`config.mk`:
```
export PLATFORM = sky130hd
export DESIGN_NAME = bcd_cascade_counter
export DESIGN_NICKNAME = d
export VERILOG_FILES = /design/src/rtl/bcd_counter_pkg.sv /design/src/rtl/bcd_digit_stage.sv /design/src/rtl/bcd_cascade_counter.sv
export SDC_FILE = /design/constraint.sdc
export NUM_CORES = 1
export LEC_CHECK = 0
export CAP_MARGIN = 20
export CORE_MARGIN = 5
export CORE_UTILIZATION = 45
export CTS_BUF_LIST = sky130_fd_sc_hd__clkbuf_8 sky130_fd_sc_hd__clkbuf_16
export DETAILED_ROUTE_END_ITERATION = 6
export PLACE_DENSITY_LB_ADDON = 0.3
export SLEW_MARGIN = 20
export SYNTH_ARGS = -nofsm -noshare
export SYNTH_HDL_FRONTEND = slang
export SYNTH_SLANG_ARGS = --single-unit
export TNS_END_PERCENT = 20
```
`constraint.sdc`:
```
create_clock -name Clk_In -period 2.95 [get_ports Clk_In]
set_clock_uncertainty 0.1 [all_clocks]
set_input_delay 0.4425 -clock Clk_In [delete_from_list [all_inputs] [get_ports Clk_In]]
set_output_delay 0.4425 -clock Clk_In [all_outputs]
set_load 0.005 [all_outputs]
```
`src/rtl/bcd_counter_pkg.sv`:
```
// Shared BCD counter types and constants.
// Used by the decade stage and the cascade top.
package bcd_counter_pkg;

  typedef logic [3:0] bcd_digit_t;

  localparam bcd_digit_t BCD_MAX = 4'd9;
  localparam bcd_digit_t BCD_MIN = 4'd0;

  function automatic bcd_digit_t bcd_clamp(
    input logic [3:0] d
  );
    return (d > BCD_MAX) ? BCD_MAX : d;
  endfunction

endpackage

```
`src/rtl/bcd_digit_stage.sv`:
```
// One decade digit: load, up/down step with wrap.
// Flags let the top build the carry chain.
module bcd_digit_stage
  import bcd_counter_pkg::*;
(
  input  logic       clk,
  input  logic       rst,
  input  logic       step_en,
  input  logic       up,
  input  logic       load,
  input  bcd_digit_t load_digit,
  output bcd_digit_t digit,
  output logic       at_max,
  output logic       at_min
);

  bcd_digit_t next_digit;

  assign at_max = (digit == BCD_MAX);
  assign at_min = (digit == BCD_MIN);

  always_comb begin
    next_digit = digit;
    if (up)
      next_digit = at_max ? BCD_MIN : digit + 4'd1;
    else
      next_digit = at_min ? BCD_MAX : digit - 4'd1;
  end

  always_ff @(posedge clk) begin
    if (rst)
      digit <= BCD_MIN;
    else if (load)
      digit <= load_digit;
    else if (step_en)
      digit <= next_digit;
  end

endmodule

```
`src/rtl/bcd_cascade_counter.sv`:
```
// Multi-digit BCD up/down counter built from decade stages.
// Holds the wrap/saturate policy and the pulse registers.
module bcd_cascade_counter
  import bcd_counter_pkg::*;
#(
  parameter int NUM_DIGITS = 4,
  parameter bit WRAP_EN    = 1'b1
) (
  input  logic                    Clk_In,
  input  logic                    Reset_In,
  input  logic                    Start_Stopb_In,
  input  logic                    Up_Downb_In,
  input  logic                    Load_In,
  input  logic [4*NUM_DIGITS-1:0] Load_Value_In,
  output logic [4*NUM_DIGITS-1:0] Count_Out,
  output logic                    Carry_Out,
  output logic                    Terminal_Out,
  output logic                    Load_Error_Out
);

  logic [NUM_DIGITS-1:0] at_max;
  logic [NUM_DIGITS-1:0] at_min;
  logic [NUM_DIGITS-1:0] step_en;
  logic [NUM_DIGITS-1:0] ovr;
  logic                  terminal;
  logic                  count_en;
  logic                  carry_q;
  logic                  lerr_q;

  assign terminal = Up_Downb_In ? &at_max : &at_min;
  // Saturating build suppresses the step that would wrap.
  assign count_en = Start_Stopb_In & (WRAP_EN | ~terminal);

  for (genvar i = 0; i < NUM_DIGITS; i++) begin : g_digit
    bcd_digit_t ld;
    logic       lo_max;
    logic       lo_min;

    assign ld     = bcd_clamp(Load_Value_In[4*i +: 4]);
    assign ovr[i] = (Load_Value_In[4*i +: 4] > BCD_MAX);

    if (i == 0) begin : g_lsd
      assign lo_max = 1'b1;
      assign lo_min = 1'b1;
    end else begin : g_upper
      assign lo_max = &at_max[i-1:0];
      assign lo_min = &at_min[i-1:0];
    end

    assign step_en[i] = count_en &
                        (Up_Downb_In ? lo_max : lo_min);

    bcd_digit_stage u_stage (
      .clk        (Clk_In),
      .rst        (Reset_In),
      .step_en    (step_en[i]),
      .up         (Up_Downb_In),
      .load       (Load_In),
      .load_digit (ld),
      .digit      (Count_Out[4*i +: 4]),
      .at_max     (at_max[i]),
      .at_min     (at_min[i])
    );
  end

  always_ff @(posedge Clk_In) begin
    if (Reset_In) begin
      carry_q <= 1'b0;
      lerr_q  <= 1'b0;
    end else begin
      carry_q <= ~Load_In & count_en & terminal;
      lerr_q  <= Load_In & (|ovr);
    end
  end

  assign Carry_Out      = carry_q;
  assign Load_Error_Out = lerr_q;
  assign Terminal_Out   = terminal;

endmodule

```
# Word-level counts from Yosys, hierarchy flattened
# Cells that the tools add are included.
[totals] reg_bits=18 inputBits=21 output_inout_bits=19 wordCells=72
[classes] n_addsub=8 magnitude_cmp=4 n_eq_ne=4 muxes=28 n_bitwise=7 n_reduce_logical=15
[ops] op="two-way mux 4 bit" n=24
[ops] op="adder 4 x 1 -> 4 bit (second input constant)" n=4
[ops] op="equality test 4 bit (second input constant)" n=4
[ops] op="greater-than comparator 4 bit (second input constant)" n=4
[ops] op="logical NOT 4 bit" n=4
[ops] op="subtractor 4 x 1 -> 4 bit (second input constant)" n=4
[ops] op="AND reduction 4 bit" n=2
[ops] op="nonzero test 2 bit" n=4
[ops] op="AND 1 bit" n=6
[ops] op="AND reduction 3 bit" n=2
[ops] op="two-way mux 1 bit" n=4
[ops] op="AND reduction 2 bit" n=2
[ops] op="OR reduction 4 bit" n=1
[ops] op="inverter 1 bit" n=1

# Depth between registers and ports, before layout
[depth] depth_word=6 mapped_depth=7 mapped_depth_nobuf=5

# By module
# Synthesis repeated with hierarchy kept, for this count alone.
[unflattened] cells_unflattened=196 area_unflattened_um2=1552.7
[by_module_without_submodules] mod="bcd_digit_stage" n_inst=4 cells_each=40 area_per_inst_um2=326.6
[by_module_without_submodules] mod="bcd_cascade_counter" n_inst=1 cells_each=36 area_per_inst_um2=246.5

# Worst setup path after synthesis
# Ideal clock, no wire load.
[synth_timing] kind="flip-flop to output port" from="register g_digit[0].u_stage.digit[1]" to="output Terminal_Out" arrival_time_ns=1.313 slack_ns=1.095 stages_incl_launch_ff=6 cell_sequence="dfxtp_1 -> buf_4 -> nor4b_4 -> and4_4 -> nand4_1 -> a21oi_1"
[synth_between] elab_chain_cells=3
[synth_lines] item="from (decl)" line_no="bcd_digit_stage.sv:12" rtl="output bcd_digit_t digit,"
[synth_lines] item="from (signal assigned)" line_no="bcd_digit_stage.sv:34" rtl="digit <= load_digit;"
[synth_lines] item="from (signal assigned)" line_no="bcd_digit_stage.sv:36" rtl="digit <= next_digit;"
[synth_lines] item="equality test 4 bit / logical NOT 4 bit (equally long branches)" line_no="bcd_digit_stage.sv:19, bcd_digit_stage.sv:20"
[synth_lines] item="AND reduction 4 bit" line_no="bcd_cascade_counter.sv:30" rtl="assign terminal = Up_Downb_In ? &at_max : &at_min;"
[synth_lines] item="two-way mux 1 bit (*)" line_no="bcd_cascade_counter.sv:30"
[synth_lines] item="to (decl)" line_no="bcd_cascade_counter.sv:17" rtl="output logic Terminal_Out,"
# Every way passes the cells marked *; elsewhere a longest branch is shown, timed or not.

# Worst setup path after layout
# Same ends and word-level chain as after synthesis.

==> results <==
- The post-synth net total is 242.
- Multiplexer cells account for 1.144% of the synthesized area.
- The effective utilization at floorplan is between 40% and 50%.
- Net switching is 31.74% of the power.
- The floorplan step defined a die boundary enclosing 0.005234 mm2.
- After layout, the worst path uses 94.25% of the clock period.
- The number of hold violations in the final report is 0.
- The fraction of registers with async set or reset after synthesis is 0%.
- The total placed cells including tap cells is roughly 300.
- The count of unresolved DRC violations after routing is 0.
- The number of nets still failing antenna checks after routing is 0.
- By area the synthesized netlist is led by dfxtp_1 21%, o21ai_0 6.9%, clkbuf_8 3.9%, nor2_1 3.6%, xnor2_1 3.0%.
- The layout has 359 filler cells.
- The share of the synthesized area in the top cell type is roughly a fifth.
- The count of placed standard cells in the final layout, fillers left out is roughly 300.
- The largest vdd supply drop is 162.9 uV.
- The leakage component of the power is 0.7424 nW.
- The routed wire length per instance is 14.17 um.
- In the routed layout, each cell is associated on average with a via count of 5.892.
- At the end of routability-driven placement, the weighted congestion stood at 0.8419.
- The count of hold-fix buffers inserted at cts is 0.
- The HPWL reported at the end of detailed placement is 3022 um.
- Data on the critical path is required at its endpoint by 2.41 ns.
- The count of buffer and inverter cells on the critical path is 1.
- The fraction of the mapped netlist area in adder cells is 0%.
- In this run, the clock network consumes 28.1% of the power.
- For the final routed database, the setup TNS stands at 0 ns.
- The first-pass GRT wire length is just under 7000 um.
- The final standard cell area without fillers is ~0.0021 mm2.
- Based on the critical path, the design can be clocked at up to between 300 and 400 MHz.
- The min-delay analysis places its worst path in the category flip-flop to flip-flop.
- The final max-slew violation count came to 0.
- The number of antenna violations at the first check in global routing is 0.
- The sequential element share of the synthesized area is 20.60%.
- The family with the most delay on the worst path is simple AND/OR/NAND/NOR gates.
- The number of gates resized after CTS was 0.
- CTS built an H-tree with a depth of 1.
- The number of global-route vias before repair is around 1500.
- TritonCTS built the clock tree.
- The number of buffers on the longest clock path is 2.
- The post-CTS clock slew at the launch and capture registers of the worst setup and hold paths is 0.08 ns.
- The gate count of the mapped netlist is 221.
- The overall via count from detail_route is 1750.
- The floorplan has 22 rows.
- In this run the tool buffered the top-level ports with 39 buffer cells.
- The slowest stage cell on the critical path is clkdlybuf4s50_1.
- The maximum number of pins on one net before global-route repair is 35.
- Clock tree synthesis found a total of 18 sinks.
- Global routing used approximately 16% of the available tracks.
- The element type at the critical path start is a flip-flop.
- The cell area after synthesis is 0.001749 mm2.
- In this design, the stage delay of the slowest critical-path cell is 0.55 ns.
- The share of the synthesized netlist area taken by xor and xnor gates is 4.506%.
- In this run, synthesis inferred 0 flip-flops with an integrated enable.
- Traced cell by cell, the critical path runs through nor4b_4 -> and4_4 -> nand4_1 -> a21oi_1 -> clkdlybuf4s50_1.
- The overflow left after global routing is 0.
- The root buffer cell chosen for the clock tree is clkbuf_8.
- Per report_power, the sequential group accounts for 41.0% of the total.
- The core region is around 0.0037 mm2.
- The clock latency on the worst-skew pair is 0.26 ns.
- The compound-gate portion of the synthesized area is between 20% and 30%.
- Setup violations remaining at the end of the flow were counted as 0.
- The flow ran to the end, and the final reports show no timing, DRC or antenna violations.
- The proportion of layout cells with a drive suffix above 1 is 11.24%.
- The number of violations of the max-capacitance limit is 0.
- Counting flops and latches in the post-synthesis netlist gives 18.
- The maximum net fanout on the critical path is 11.
- Post-CTS timing repair inserted 0 buffers for setup.
- The combinational share of power is 30.8%.
- The path type of the worst setup path is flip-flop to output port.
- The vertical die dimension is 72.35 um.
- The internal portion of total power is between 0.0005 and 0.0006 W.
- The total power per unit cell area is between 300 and 400 mW/mm2.
- The total CTS buffers is 3.
- Before antenna repair, the detailed router went through 4 iterations.
- Ranked by instance count, the synthesized netlist is headed by 24 x o21ai_0, 18 x dfxtp_1, 17 x nor2_1, 12 x inv_1, 10 x nand2_1.
- The element type at the critical path end is an output port.
- The reported net switching power is 0.0002365 W.
- The arrival time of the worst setup path is 2.24 ns.
- After synthesis, the largest family of logic cells by area is simple AND/OR/NAND/NOR gates.
- The area growth from synthesis to layout is 21.53%.
- Power comes to 0.0007452 W.
- The worst pin sits at a relative slew slack of 68.12%.
- Setup repair after global routing left no endpoint under its margin.
- The simple-gate portion of the synthesized area is 31.33%.
- Wires add up to about 4200 um.
- In this run the cell area measured after placement is slightly above 0.002 mm2.
- The number of warning messages in the yosys log is 0.
- The number of nets at the end of the flow is 271.
- The pin slew with the least headroom to its limit is 0.4732 ns.
- The post-synthesis cell type count is 64.
- The antenna diode instance count is 0.
- Among all flip-flop cells after synthesis, the most frequent one is dfxtp_1.
- The most frequent cell after synthesis is o21ai_0.
- After layout, the minimum clock period comes to 2.780 ns.
- Measured along the x axis, the die boundary spans between 70 and 80 um.
- A synthesized cell averages 7.915 um2.
- In this run, the number of DRC markers left after iteration 0 of detailed routing was approximately 140.
- 40 I/O pins were placed.
- The largest total area in the synthesized netlist belongs to dfxtp_1.
[layout make-up]
cell class / instances / area, um2 / area share [%]
multi-input combinational: 169 / 1162 / 54.68
timing repair buffer: 46 / 442.9 / 20.84
sequential: 18 / 360.3 / 16.95
tap: 48 / 60.06 / 2.825
clock buffer: 4 / 55.05 / 2.590
inverter: 12 / 45.04 / 2.119
[power by group through the flow]
| stage | sequential (W) | clock [W] | combinational (W) |
|---|---|---|---|
| 5_1_grt | 0.000311 | 0.000223 | 0.000254 |
| 2_1_floorplan | 0.000283 | 0 | 0.000179 |
| 3_5_place_dp | 0.000311 | 0 | 0.000229 |
| 3_3_place_gp | 0.000311 | 0 | 0.000227 |
| 6_report | 0.000306 | 0.000210 | 0.000230 |
| 4_1_cts | 0.000305 | 0.000213 | 0.000231 |
[kinds of logic (layout without fill, tap and decap cells)]
logic type / count (synthesis) / after routing
flip-flops: 18 / 18
AND/OR/NAND/NOR: 86 / 86
XOR/XNOR: 9 / 9
AO/OA/AOI/OAI: 72 / 72
buffers and inverters: 34 / 62
multiplexers: 2 / 2
[worst paths after layout]
| kind | from | end | slack, ns | cells past startpoint |
|---|---|---|---|---|
| setup / recovery | g_digit[0].u_stage.digit[1] | Terminal_Out | 0.17 | 5 |
| hold / removal | g_digit[3].u_stage.digit[1] | g_digit[3].u_stage.digit[1] | 0.52 | 2 |
| setup reg to reg | g_digit[0].u_stage.digit[1] | g_digit[3].u_stage.digit[2] | 1.01 | 5 |
| hold reg to reg | g_digit[3].u_stage.digit[1] | g_digit[3].u_stage.digit[1] | 0.52 | 2 |
[cells in the final DEF, fill, tap and decap left out, types with 3 or more instances in the layout]
cell type / instances
a211oi_1: 3
a311oi_1: 3
a21oi_1: 7
buf_4: 7
o21ai_0: 24
nand2_1: 10
nand2b_1: 8
and3_1: 4
o21a_1: 3
nand3_1: 9
nand4_1: 4
and2_1: 3
nor3_1: 8
dfxtp_1: 18
xnor2_1: 6
a31oi_1: 4
nor2_1: 17
clkdlybuf4s50_1: 39
xor2_1: 3
nand4b_1: 4
inv_1: 12
clkbuf_8: 4
[per-stage QoR]
step                hold slack [ns]  worst slack (ns)  util [%]
finish                       0.5194            0.1695     57.21
global route                 0.5948           0.05212     57.21
CTS                          0.5251            0.1720     57.21
detailed placement           0.5115            0.3402     55.72
global placement             0.5055            0.3157     55.72
floorplan                    0.4617             1.095         -
[state kept, by name (all words and copies together) (netlist names)]
| signal | flops |
|---|---|
| Carry_Out | 1 |
| g_digit.u_stage.digit | 16 |
| Load_Error_Out | 1 |
[worst register-to-register path, stage by stage (launching register included)]
cell and delay (ns):
dfxtp_1 0.58, nor3_1 0.17, and3_4 0.23, a32oi_1 0.32, nor3_1 0.11, a2111oi_2 0.32
[routing by layer]
layer	track usage (%)	wire length (um)	vias up
li1	-	-	878
met1	21.38	2020	825
met2	26.39	1924	42
met3	2.770	229	5
met4	3.340	35	0
met5	0	0	-
(Power assumes the default switching activity.)
